[src/rtl/au_pkg.sv]
// au_pkg: op encodings and FSM state type shared by au_reduce and au_op16.
package au_pkg;
   localparam logic [1:0] OP_SUB = 2'b00;
   localparam logic [1:0] OP_ADD = 2'b01;
   localparam logic [1:0] OP_MAX = 2'b10;
   typedef enum logic [1:0] {IDLE, ACC, OUT} state_t;
endpackage

[src/rtl/au_op16.sv]
// au_op16: combinational reduce step (sub/add/signed max) with overflow flag.
// Define AU_REDUCE_SAT_EN to clamp add/sub overflow instead of wrapping.
module au_op16
   import au_pkg::*;
#(
   parameter int MSB = 15
) (
   input  logic [1:0]   op,
   input  logic [MSB:0] a,
   input  logic [MSB:0] b,
   output logic [MSB:0] y,
   output logic         ovf
);
   logic         is_sub;
   logic [MSB:0] bx, sum, mx, arith;
   assign is_sub = op == OP_SUB;
   // subtraction as a + ~b + 1, so one overflow rule covers both ops
   assign bx  = is_sub ? ~b : b;
   assign sum = a + bx + {{MSB{1'b0}}, is_sub};
   assign ovf = ~op[1] & (a[MSB] == bx[MSB]) & (sum[MSB] != a[MSB]);
   assign mx  = ($signed(a) > $signed(b)) ? a : b;
`ifdef AU_REDUCE_SAT_EN
   // on overflow the true result has the sign of a
   assign arith = ovf ? (a[MSB] ? {1'b1, {MSB{1'b0}}} : {1'b0, {MSB{1'b1}}}) : sum;
`else
   assign arith = sum;
`endif
   assign y = op[1] ? mx : arith;
endmodule

[src/rtl/au_reduce.sv]
// au_reduce: streams a frame of signed beats through au_op16 and emits the result.
// Saturating arithmetic is selected by AU_REDUCE_SAT_EN (see au_op16).
module au_reduce
   import au_pkg::*;
#(
   parameter int MSB   = 15,
   parameter int CNT_W = 8
) (
   input  logic             clk,
   input  logic             rst_n,
   input  logic             in_valid,
   output logic             in_ready,
   input  logic [MSB:0]     in_data,
   input  logic             in_last,
   input  logic [1:0]       op,
   output logic             out_valid,
   input  logic             out_ready,
   output logic [MSB:0]     out_data,
   output logic [CNT_W-1:0] out_count,
   output logic             out_ovf
);
   state_t           state, state_n;
   logic [MSB:0]     acc, acc_d, f_y;
   logic [1:0]       op_q;
   logic [CNT_W-1:0] cnt, cnt_d;
   logic             ovf, ovf_d, f_ovf, xfer;
   au_op16 #(.MSB(MSB)) u_op (
      .op (op_q),
      .a  (acc),
      .b  (in_data),
      .y  (f_y),
      .ovf(f_ovf)
   );
   assign in_ready  = state != OUT;
   assign out_valid = state == OUT;
   assign xfer      = in_valid & in_ready;
   assign acc_d     = (state == IDLE) ? in_data : f_y;
   assign ovf_d     = (state != IDLE) & (ovf | f_ovf);
   assign cnt_d     = (state == IDLE) ? CNT_W'(1) : (&cnt ? cnt : cnt + 1'b1);
   always_ff @(posedge clk or negedge rst_n)
      if (!rst_n) state <= IDLE;
      else        state <= state_n;
   always_comb begin
      state_n = state;
      if (xfer && in_last)             state_n = OUT;
      else if (xfer && state == IDLE)  state_n = ACC;
      else if (state == OUT && out_ready) state_n = IDLE;
   end
   // result registers load with the final step so they hold outside OUT
   always_ff @(posedge clk or negedge rst_n)
      if (!rst_n) begin
         acc       <= '0;
         op_q      <= OP_SUB;
         cnt       <= '0;
         ovf       <= 1'b0;
         out_data  <= '0;
         out_count <= '0;
         out_ovf   <= 1'b0;
      end else if (xfer) begin
         acc <= acc_d;
         cnt <= cnt_d;
         ovf <= ovf_d;
         if (state == IDLE) op_q <= op;
         if (in_last) begin
            out_data  <= acc_d;
            out_count <= cnt_d;
            out_ovf   <= ovf_d;
         end
      end
endmodule

[config.mk]
export PLATFORM = sky130hd
export DESIGN_NAME = au_reduce
export DESIGN_NICKNAME = d
export VERILOG_FILES = /design/src/rtl/au_pkg.sv /design/src/rtl/au_op16.sv /design/src/rtl/au_reduce.sv
export SDC_FILE = /design/constraint.sdc
export NUM_CORES = 1
export LEC_CHECK = 0
export ABC_AREA = 1
export ABC_CLOCK_PERIOD_IN_PS = 2700
export CAP_MARGIN = 20
export CORE_MARGIN = 2
export CORE_UTILIZATION = 35
export CTS_BUF_LIST = sky130_fd_sc_hd__clkbuf_4
export CTS_CLUSTER_SIZE = 8
export DETAILED_ROUTE_END_ITERATION = 12
export DONT_BUFFER_PORTS = 1
export GPL_ROUTABILITY_DRIVEN = 1
export GPL_TIMING_DRIVEN = 0
export PLACE_DENSITY = 0.6
export SLEW_MARGIN = 25
export SYNTH_ARGS = -nofsm -noshare
export SYNTH_HDL_FRONTEND = slang
export SYNTH_HIERARCHICAL = 1
export SYNTH_SLANG_ARGS = --single-unit
[constraint.sdc]
create_clock -name clk -period 2.7 [get_ports clk]
set_clock_uncertainty 0.05 [all_clocks]
set_input_delay 0.54 -clock clk [delete_from_list [all_inputs] [get_ports clk]]
set_output_delay 0.54 -clock clk [all_outputs]
set_load 0.05 [all_outputs]
=== Word level (Yosys, flattened, before mapping) ===
Cells that the tools add are included.

* $add $sub $neg: 3
* Order comparisons: 1
* Eq/ne operators: 4
* Muxes and demuxes: 9
* Bitwise logic cells: 7
* Reductions and logical operators: 10

{| class="wikitable"
|+ Operator list
! kind !! number
|-
| 16-bit 2-to-1 mux || 4
|-
| 16-bit by 1-bit adder with 16-bit output || 1
|-
| 16-bit adder || 1
|-
| 16-bit > comparator || 1
|-
| 8-bit 2-to-1 mux || 2
|-
| 16-bit NOT || 1
|-
| 8-bit by 1-bit adder with 8-bit output (second input constant) || 1
|-
| 8-bit AND reduction || 1
|-
| 2-bit 2-to-1 mux || 3
|-
| 1-bit bitwise AND || 4
|-
| 2-bit zero test || 2
|-
| 2-bit AND reduction || 2
|-
| 1-bit logical AND || 3
|-
| 3-bit nonzero test || 1
|-
| 2-bit == test (second input constant) || 1
|-
| 2-bit != test (second input constant) || 1
|-
| 2-bit nonzero test || 1
|-
| 1-bit == test || 1
|-
| 1-bit != test || 1
|-
| 1-bit NOT || 1
|-
| 1-bit OR || 1
|}

* Register bits: 54
* Bits of input ports: 23
* Output and inout bits: 27
* Logic and storage cells: 42

=== Logic depth before layout (Yosys ltp) ===
Gate-level depths: netlist of the first run.

* Depth in word-level cells: 8
* Depth in mapped cells: 21
* Gate-level depth less buffers: 20

=== By module ===
The synthesis of the first run kept the hierarchy.

{| class="wikitable"
|+ By module, submodules not included
! module !! instances !! cells each !! area each (um^2)
|-
| au_reduce || 1 || 283 || 2,457.4
|-
| au_op16 || 1 || 340 || 1,919.3
|}

=== Worst setup path before layout of the first run ===
OpenSTA, ideal clock, no wires.

* Path kind: reg2reg
* Start point: reg op_q[1]
* End point: reg out_data[12]
* Library setup time: 119 ps
* Arrival time: 2,428 ps
* Required time: 2,531 ps
* Path slack: 103 ps
* Stages on the path, launching flop included: 18
* Buffers on the path: 1
* Clock period less this slack: 2,597 ps
* Cell sequence: dfrtp_1 -> nor2_4 -> buf_2 -> xor2_1 -> fa_1 -> nand2_1 -> nand2_1 -> nand2_1 -> nand2_1 -> a21oi_1 -> o21ai_0 -> nor2_1 -> nor2_1 -> nand2_1 -> nand2_1 -> nand2_1 -> nand3_1 -> o21a_1

* Cells in the longest elaborated chain, start to end: 6

{| class="wikitable"
|+ Ends and longest elaborated chain
! what !! line !! source
|-
| from (decl) || au_reduce.sv:24 || <nowiki>logic [1:0] op_q;</nowiki>
|-
| from (signal assigned) || au_reduce.sv:63 || <nowiki>if (state == IDLE) op_q <= op;</nowiki>
|-
| 2-bit zero test || au_op16.sv:16 || <nowiki>assign is_sub = op == OP_SUB;</nowiki>
|-
| 16-bit 2-to-1 mux || au_op16.sv:18 || <nowiki>assign bx = is_sub ? ~b : b;</nowiki>
|-
| 16-bit adder || au_op16.sv:19 || <nowiki>assign sum = a + bx + {{MSB{1'b0}}, is_sub};</nowiki>
|-
| 16-bit by 1-bit adder with 16-bit output || au_op16.sv:19 ||
|-
| 16-bit 2-to-1 mux * || au_op16.sv:28 || <nowiki>assign y = op[1] ? mx : arith;</nowiki>
|-
| named net f_y[12] || au_reduce.sv:23 || <nowiki>logic [MSB:0] acc, acc_d, f_y;</nowiki>
|-
| 16-bit 2-to-1 mux * || au_reduce.sv:37 || <nowiki>assign acc_d = (state == IDLE) ? in_data : f_y;</nowiki>
|-
| to (signal assigned) || au_reduce.sv:56 || <nowiki>out_data <= '0;</nowiki>
|-
| to (signal assigned) || au_reduce.sv:65 || <nowiki>out_data <= acc_d;</nowiki>
|-
| to (decl) || au_reduce.sv:18 || <nowiki>output logic [MSB:0] out_data,</nowiki>
|}

The timed path passes the listed nets; every way through them passes the cells marked *.
A chain may end at the register's enable or synchronous reset.

=== Worst setup path after layout of the first run ===
* Start point: reg op_q[0]
* End point: reg out_data[10]

* Cells in the longest elaborated chain, start to end: 6

{| class="wikitable"
|+ Ends and longest elaborated chain
! what !! line
|-
| 2-bit zero test * || au_op16.sv:16
|-
| 16-bit 2-to-1 mux || au_op16.sv:18
|-
| 16-bit adder || au_op16.sv:19
|-
| 16-bit by 1-bit adder with 16-bit output * || au_op16.sv:19
|-
| 16-bit 2-to-1 mux * || au_op16.sv:28
|-
| named net f_y[10] || au_reduce.sv:23
|-
| 16-bit 2-to-1 mux * || au_reduce.sv:37
|}

Marks and branches as above.

==> impl_metrics.csv, run 1 <==
group,metric,value,unit
timing,finalHoldViolations,0,
die,fp.dieW,116,microns
route,postRouteAntennaNets,0,
worst_setup_path,r2r_end,"out_data[10]",
timing,finalSetupViolCount,1,
worst_setup_path,timing.rr.start,"op_q[0]",
final_layout,nNetsFinal,702,
global_routing,antenna_found_initial,0,
job,maxCapViolations,0,
final_layout,design_area,5140,sq um
final_layout,multiInputGateArea,2930,sq um
clock_tree,clk_latency,390,ps
synth,synth_nets,679,
synth,synth.area.top_cells,"dfrtp_1 31%, nand2_1 16%, ha_1 9.1%, nand3_1 7.3%, inv_1 5.8%",
worst_setup_path,cp_cell_sequence,"nor2_4 > buf_8 > nand2_2 > o21ai_4 > fa_2 > nand2_1 > nand2_1 > nand2_2 > a21oi_2 > nor2_2 > nor2_2 > nand3_2 > nand2_1 > nand2_1 > nand3_2 > nand2_2 > nand2_2 > nand3_2 > o21a_1",
timing,setup_slack,-3.00,ps
worst_setup_path,ff2ff_path_depth,19,
final_layout,syn2layout_area_growth,17.5,%
timing,relSlewSlack,58.5,%
synth,yosys.area.top_type,"dfrtp_1",
route,drt_iter0_markers,348,
timing,rsz0062_at_grt,"true",
worst_setup_path,cp-endpoint,"out_data[10]",
placed_design,dp_hpwl,9710,microns
placed_design,gp_congestion,0.890,
timing,drv_slew,0,
route,drc_errors,0,
worst_setup_path,crit_start,"op_q[0]",
final_layout,n_antenna_cell,0,
final_layout,layout-drive-gt1-share,21.1,%
worst_setup_path,ff2ff_setup_slack,-3,ps
final_layout,fillCellCount,1261,
route,dr_total_vias,4237,
synth,postSynthCellCount,623,
route,dr.pass1.iters,5,
clock_tree,h-tree-depth,2,
synth,ys_warn_count,6,
route,drt-wirelength-per-cell,16.1,microns
synth,ys_seq_area_share,30.9,%
synth,synth_top_area_share,30.9,%
global_routing,grt_pass1_wl,20600,microns
worst_setup_path,cp_slowest_cell,"dfrtp_1",
timing,fin_hold_ws,230,ps
final_layout,regArea,1350,sq um
global_routing,grt_pass1_vias,4047,
route,avgViaCountPerCell,5.21,
clock_tree,clkSinkCount,54,
placed_design,placed_cell_area,4590,sq um
die,die_height,116,microns
clock_tree,cts_buffer_depth,2,
die,dieArea,13400,sq um
die,core,12100,sq um
clock_tree,clk_pin_slew,160,ps
synth,avgSynthCellArea,7.03,sq um
placed_design,port-buffer-count,0,
placed_design,place_ws,-610,ps
global_routing,grt-ovfl-total,0,
worst_setup_path,setup.worst_path.start_class,"flip-flop",
worst_setup_path,crit_arrival,2940,ps
worst_setup_path,critPathMaxFanout,6,
worst_setup_path,end_kind,"flip-flop",
worst_setup_path,cp_slowest_stage_delay,440,ps
die,io_pins,50,
timing,period_needed,2700,ps
clock_tree,cts_tree,"yes",
timing,post-route-period-util,100,%
worst_setup_path,crit_type,"flip-flop to flip-flop",
timing,max_freq,0.370,GHz
status,failed_checks,"setup timing",
synth,ys_types,35,
die,rows,40,
clock_tree,numCtsBuffers,5,
route,drt_wl_total,13100,microns
die,initial_utilization,36.1,%
status,status,"finished with violations",
hold_path,hp-class,"input pin to flip-flop",
synth,netlist_area,4380,sq um
synth,synth-seq-cells,54,
global_routing,grtUsageTotal,19.4,%
global_routing,grt_max_degree,55,
timing,tightest_slew,621,ps
placed_design,dp.cells,791,
final_layout,final_cells,814,
clock_tree,cts-root-buf,"clkbuf_4",
worst_setup_path,required,2940,ps
[synthesized netlist by cell type (all sizes together)]
library cell / n
a21boi: 1
a21o: 2
a21oi: 21
a31oi: 17
buf: 19
clkbuf: 3
dfrtp: 54
fa: 1
ha: 32
inv: 71
mux2: 2
nand2: 202
nand3: 68
nand3b: 2
nand4: 21
nor2: 49
nor3: 4
o21a: 14
o21ai: 14
o21bai: 3
or2: 4
xor2: 19
[metrics by stage]
stage	TNS, ps	util, %
2_1_floorplan	0	-
3_3_place_gp	-8500	37.9
3_5_place_dp	-9050	37.9
4_1_cts	0	39.5
5_1_grt	-1480	42.5
6_report	-3.00	42.5
[cells in the final DEF (no fill, tap or decap), types with 2 or more instances in the layout]
cell / n
a21o_1: 2
a21oi_1: 12
a21oi_2: 6
a21oi_4: 3
a31oi_1: 17
buf_2: 13
buf_4: 14
buf_6: 3
clkbuf_1: 2
clkbuf_4: 5
dfrtp_1: 53
ha_1: 26
ha_4: 5
inv_1: 66
inv_2: 5
mux2_2: 2
nand2_1: 169
nand2_2: 32
nand3_1: 59
nand3_2: 8
nand3b_1: 2
nand4_1: 21
nor2_1: 37
nor2_2: 8
nor2_4: 4
nor3_1: 2
o21a_1: 14
o21ai_0: 5
o21ai_1: 5
o21ai_2: 3
o21bai_1: 2
or2_2: 4
xor2_1: 13
xor2_2: 5
[final cells by class]
| class | count | share of cell area [%] |
|---|---|---|
| plain buffers | 22 | 2.85 |
| clock buffers | 5 | 0.730 |
| clock inverters | 2 | 0.657 |
| inverters | 71 | 5.18 |
| multi-input cells | 476 | 56.9 |
| flip-flops and latches | 54 | 26.3 |
| well taps | 168 | 4.09 |
| repair buffers | 16 | 3.26 |
[worst min path at each step]
stage / start / end / slack [ps] / cells after the start
floorplan: rst_n / acc[0] / 190 / 0
global placement: rst_n / out_count[4] / 200 / 0
detailed placement: rst_n / op_q[0] / 200 / 0
CTS: op[1] / op_q[1] / 220 / 1
global route: op[0] / op_q[0] / 210 / 1
finish: op[0] / op_q[0] / 230 / 1
[what timing repair did]
| action | in CTS | in global routing |
|---|---|---|
| resized for setup | 17 | 67 |
| hold buffers | 2 | 0 |
| cloned | 0 | 1 |
| endpoints found under the hold margin | 54 | 0 |
| pin swaps | 4 | 44 |
| buffers inserted | 4 | 9 |
| setup endpoints to repair | 27 | 20 |
[worst max-delay path, delay by kind of cell, from the launching register on]
family	cells	cell delay (ps)
flip-flops	1	440
AND/OR/NAND/NOR	14	1300
AO/OA/AOI/OAI	3	380
adder cells (fa/ha/maj)	1	240
buffers and inverters	1	190
[sequential cells by signal, summed over array words and instances (netlist names)]
| name | cells |
|---|---|
| out_data | 16 |
| out_count | 8 |
| out_ovf | 1 |
| acc | 16 |
| op_q | 2 |
| ovf | 1 |
| state | 2 |
| cnt | 8 |
[routing by layer]
| layer | up-vias | global-route usage (%) | wire length [microns] |
|---|---|---|---|
| met5 | - | 0 | 0 |
| met4 | 0 | 3.81 | 258 |
| met3 | 27 | 5.44 | 930 |
| met2 | 132 | 30.2 | 5810 |
| met1 | 2001 | 27.3 | 6080 |
| li1 | 2077 | - | - |
[cell families after synthesis]
logic type	synth area share, %
AO/OA/AOI/OAI	10.0
XOR/XNOR	3.80
adder cells (fa/ha/maj)	9.61
buffers and inverters	9.06
flip-flops	30.9
multiplexers	0.515
AND/OR/NAND/NOR	36.1
Power of run 1 is left out: the tool's default activity adds up to more than one toggle a clock period on the data nets, which glitch-free logic cannot reach.
==> run 2, diff against run 1 <==
- GPL_ROUTABILITY_DRIVEN: 1 -> not set
- REMOVE_ABC_BUFFERS: not set -> 1
==> run 2 against run 1 <==
  * The flow now finishes without violations
  * Core utilization decreased by 0.10 points
  * Worst hold slack worse by 26 ps
  * Non-clock buffer count decreased by 7
  * Setup slack better by 47 ps
==> impl_metrics.csv, run 2 (synthesis results as in run 1) <==
group,metric,value,unit
status,status,"complete, no violations",
route,drt_iter0_markers,231,
timing,rsz0062_at_grt,"true",
timing,max_freq,0.376,GHz
worst_setup_path,critPathMaxFanout,7,
clock_tree,numCtsBuffers,5,
global_routing,grt_pass1_wl,20200,microns
die,initial_utilization,36.1,%
clock_tree,cts_tree,"yes",
clock_tree,clk_pin_slew,190,ps
placed_design,placed_cell_area,4460,sq um
placed_design,port-buffer-count,0,
timing,finalSetupViolCount,0,
route,drt_wl_total,12500,microns
worst_setup_path,crit_start,"op_q[1]",
route,drc_errors,0,
route,postRouteAntennaNets,0,
die,fp.dieW,116,microns
global_routing,grt-ovfl-total,0,
clock_tree,cts_buffer_depth,2,
hold_path,hp-class,"input pin to flip-flop",
global_routing,grtUsageTotal,19.1,%
worst_setup_path,r2r_end,"out_data[15]",
clock_tree,cts-root-buf,"clkbuf_4",
worst_setup_path,crit_arrival,2940,ps
global_routing,grt_max_degree,55,
timing,drv_slew,0,
final_layout,design_area,5130,sq um
timing,tightest_slew,1030,ps
worst_setup_path,cp-endpoint,"out_data[15]",
clock_tree,clkSinkCount,54,
timing,period_needed,2660,ps
route,drt-wirelength-per-cell,15.5,microns
clock_tree,clk_latency,430,ps
final_layout,final_common_cell,"nand2_1",
placed_design,gp_congestion,0.914,
timing,post-route-period-util,98.4,%
worst_setup_path,timing.rr.start,"op_q[1]",
placed_design,dp_hpwl,7990,microns
job,maxCapViolations,0,
die,core,12100,sq um
final_layout,layout-drive-gt1-share,19.8,%
worst_setup_path,cp_slowest_cell,"dfrtp_4",
clock_tree,h-tree-depth,2,
timing,finalHoldViolations,0,
worst_setup_path,crit_type,"flip-flop to flip-flop",
die,dieArea,13400,sq um
worst_setup_path,crit_top_cell,"nand2_1",
worst_setup_path,end_kind,"flip-flop",
worst_setup_path,ff2ff_setup_slack,40,ps
final_layout,syn2layout_area_growth,17.2,%
worst_setup_path,cp_cell_sequence,"nor2_4 > buf_12 > buf_12 > xor2_1 > ha_1 > inv_1 > o21bai_1 > a21oi_2 > nor2_2 > nor2_2 > buf_4 > nand3_1 > nand3_1 > nand2_1 > nand2_1 > nand2_1 > nand2_1 > nand2_1",
final_layout,nNetsFinal,697,
worst_setup_path,required,2980,ps
route,avgViaCountPerCell,5.07,
die,io_pins,50,
die,rows,40,
final_layout,layout_common_cells,"176 x nand2_1, 66 x inv_1, 59 x nand3_1",
worst_setup_path,setup.worst_path.start_class,"flip-flop",
global_routing,antenna_found_initial,1,
worst_setup_path,ff2ff_path_depth,18,
worst_setup_path,cp_slowest_stage_delay,520,ps
die,die_height,116,microns
route,dr.pass1.iters,6,
timing,relSlewSlack,31.4,%
route,dr_total_vias,4113,
global_routing,grt_pass1_vias,4121,
final_layout,biggestRegsByFlops,"acc x16, out_data x16",
==> run 2: what timing repair did <==
action,4_1_cts,5_1_grt
pin swaps,9,41
endpoints found under the hold margin,54,0
hold buffers,2,0
setup buffers,12,17
gates resized for setup,9,60
cloned,1,1
setup endpoints to repair,42,41
==> run 2: worst min path at each step <==
| stage | from | slack [ps] | end | cells after the start |
|---|---|---|---|---|
| 2_1_floorplan | rst_n | 190 | acc[0] | 0 |
| 3_3_place_gp | rst_n | 200 | out_count[0] | 0 |
| 3_5_place_dp | rst_n | 200 | out_count[0] | 0 |
| 4_1_cts | in_data[13] | 200 | acc[13] | 2 |
| 5_1_grt | op[1] | 200 | op_q[1] | 1 |
| 6_report | in_data[13] | 200 | acc[13] | 2 |
==> run 2: area by class of cell <==
cell class                      count  area, sq um
Clock buffer                        5         37.5
Tap cell                          168          210
Sequential cell                    54         1360
Timing Repair Buffer               31          297
Fill cell                        1268         6980
Multi-Input combinational cell    478         2910
Inverter                           71          267
Clock inverter                      3         47.5
Antenna cell                        1         2.50
==> run 2: layer usage <==
layer  part of all wire, %  track usage (%)
met5                     0                0
met4                   2.2             6.98
met2                    48             32.6
met3                   5.7             2.98
met1                    44             24.6
==> run 2: worst max-delay path, delay by kind of cell (launching register included) <==
kind | cells | cell delay, ps
simple gates | 10 | 760
flops | 1 | 520
buf+inv | 4 | 500
fa+ha+maj | 1 | 300
compound gates | 2 | 280
xor+xnor | 1 | 150
==> run 2: stage by stage <==
step                      hold WS (ps)  instances  setup TNS, ps  setup WS (ps)  utilization (%)
after detailed placement           196        769         -19660           -986             36.8
after CTS                          199        792              0           5.82             39.2
after floorplan                    194        601           -202           -124                -
final                              204        811              0           43.8             42.4
after global routing               204        811          -1750           -177             42.4
after global placement             196        769         -18320           -965             36.8
Power of run 2 is left out for the same reason.
==> run 3, diff against run 2 <==
- ABC_CLOCK_PERIOD_IN_PS: 2700 -> 2400
- clock period: 2.7 -> 2.4 ns (I/O delays scaled with it)
==> run 3 against run 2 <==
  * Critical endpoint is now out_data[8]
  * Maximum frequency is 1.5% lower
  * The run now ends with setup timing left
  * Largest cell class unchanged
  * Register-to-register slack lost 340 ps
  * Via count rose by 4.7%
  * Critical path depth fell by 2
  * Global-route usage is 1.1 points higher
==> impl_metrics.csv, run 3 (synthesis results as in run 1) <==
group,metric,value,unit
die,fp.dieW,116,microns
clock_tree,h-tree-depth,2,
route,dr_total_vias,4306,
clock_tree,cts_tree,"yes",
route,dr.pass1.iters,5,
placed_design,dp_hpwl,7990,microns
final_layout,design_area,5480,sq um
global_routing,antenna_found_initial,0,
final_layout,nNetsFinal,719,
die,core,12100,sq um
worst_setup_path,setup.worst_path.start_class,"flip-flop",
timing,max_freq,0.371,GHz
status,status,"finished with violations",
route,top_layer_used,"met4",
final_layout,biggestRegsByFlops,"acc x16, out_data x16",
worst_setup_path,crit_type,"flip-flop to flip-flop",
clock_tree,clk_pin_slew,190,ps
clock_tree,numCtsBuffers,5,
die,die_height,116,microns
route,drt_iter0_markers,219,
worst_setup_path,ff2ff_setup_slack,-300,ps
final_layout,layout_common_cells,"163 x nand2_1, 65 x inv_1, 54 x nand3_1",
placed_design,port-buffer-count,0,
final_layout,layout-drive-gt1-share,27.0,%
die,dieArea,13400,sq um
die,io_pins,50,
worst_setup_path,crit_arrival,3020,ps
timing,finalSetupViolCount,36,
placed_design,gp_congestion,0.914,
final_layout,regArea,1360,sq um
worst_setup_path,critPathMaxFanout,7,
final_layout,n_antenna_cell,0,
clock_tree,cts_buffer_depth,2,
final_layout,fin_util,45.2,%
job,maxCapViolations,0,
final_layout,fillCellCount,1227,
route,drc_errors,0,
die,rows,40,
clock_tree,cts-root-buf,"clkbuf_4",
final_layout,syn2layout_area_growth,25.2,%
timing,tightest_slew,719,ps
timing,post-route-period-util,112,%
hold_path,hp-class,"input pin to flip-flop",
route,drt_wl_total,13300,microns
route,wl_met1,5770,microns
timing,period_needed,2700,ps
worst_setup_path,timing.rr.start,"op_q[1]",
route,wl_met2,6410,microns
global_routing,grt-ovfl-total,0,
timing,setup_slack,-297,ps
timing,finalHoldViolations,0,
route,met3_wirelength,750,microns
hold_path,holdPathEnd,"acc[14]",
status,failed_checks,"setup timing",
worst_setup_path,r2r_end,"out_data[8]",
placed_design,placed_cell_area,4460,sq um
final_layout,final_cells,832,
clock_tree,clkSinkCount,54,
global_routing,grtUsageTotal,20.3,%
timing,rsz0062_at_grt,"true",
worst_setup_path,required,2730,ps
timing,setup_tns,-6650,ps
final_layout,final_common_cell,"nand2_1",
global_routing,grt_pass1_vias,4291,
timing,relSlewSlack,52.0,%
hold_path,hold_start,"in_data[14]",
global_routing,grt_pass1_wl,21300,microns
placed_design,dp.cells,769,
route,drt-wirelength-per-cell,15.9,microns
worst_setup_path,ff2ff_path_depth,16,
timing,drv_slew,0,
die,initial_utilization,36.1,%
route,postRouteAntennaNets,0,
global_routing,grt_max_degree,55,
route,avgViaCountPerCell,5.18,
hold_path,hold_depth,2,
worst_setup_path,end_kind,"flip-flop",
final_layout,multiInputGateArea,3070,sq um
clock_tree,clk_latency,420,ps
[run 3: worst max-delay path by stage]
stage / slack, ps / to / depth (start not counted) / startpoint
final: -300 / out_data[8] / 16 / op_q[1]
after global routing: -460 / out_data[8] / 16 / op_q[1]
after CTS: -230 / out_data[15] / 18 / op_q[1]
after detailed placement: -1290 / out_data[12] / 16 / op_q[1]
after global placement: -1270 / out_data[12] / 16 / op_q[1]
after floorplan: -420 / out_data[12] / 16 / op_q[1]
[run 3: final cells by class]
class	instances	share of cell area (%)
Inverter	71	4.86
Clock inverter	3	0.868
Clock buffer	5	0.685
Sequential cell	54	24.8
Multi-Input combinational cell	477	55.9
Timing Repair Buffer	54	8.97
Tap cell	168	3.84
[run 3: what timing repair did]
action | CTS | global route
endpoints found under the setup margin | 42 | 42
setup buffers | 33 | 19
endpoints found under the hold margin | 54 | 0
pin swaps | 48 | 59
resized for setup | 60 | 58
cloned | 1 | 0
hold buffers | 2 | 0
[run 3: metrics by stage]
step           hold WS [ps]  setup WS (ps)
2_1_floorplan           134           -424
3_3_place_gp            136          -1270
3_5_place_dp            136          -1290
4_1_cts                 139           -231
5_1_grt                 144           -461
6_report                157           -297
[run 3: worst max-delay path: stages (launching register included)]
cell and delay (ps):
dfrtp_4 520, nor2_4 120, buf_12 150, buf_4 120, xor2_2 170, ha_1 290
a21oi_2 210, buf_4 150, o21ai_2 60, a21oi_2 160, buf_4 150, or2_4 110
nand3_2 40, nand2_1 80, nand2_1 60, nand3_1 120, o21a_1 120
[run 3: layer usage]
metal / track usage [%] / vias to the layer above
met5: 0 / -
met4: 8.10 / 0
met3: 3.61 / 26
met2: 34.7 / 120
met1: 25.4 / 2045
li1: - / 2115
Power of run 3 is left out for the same reason.
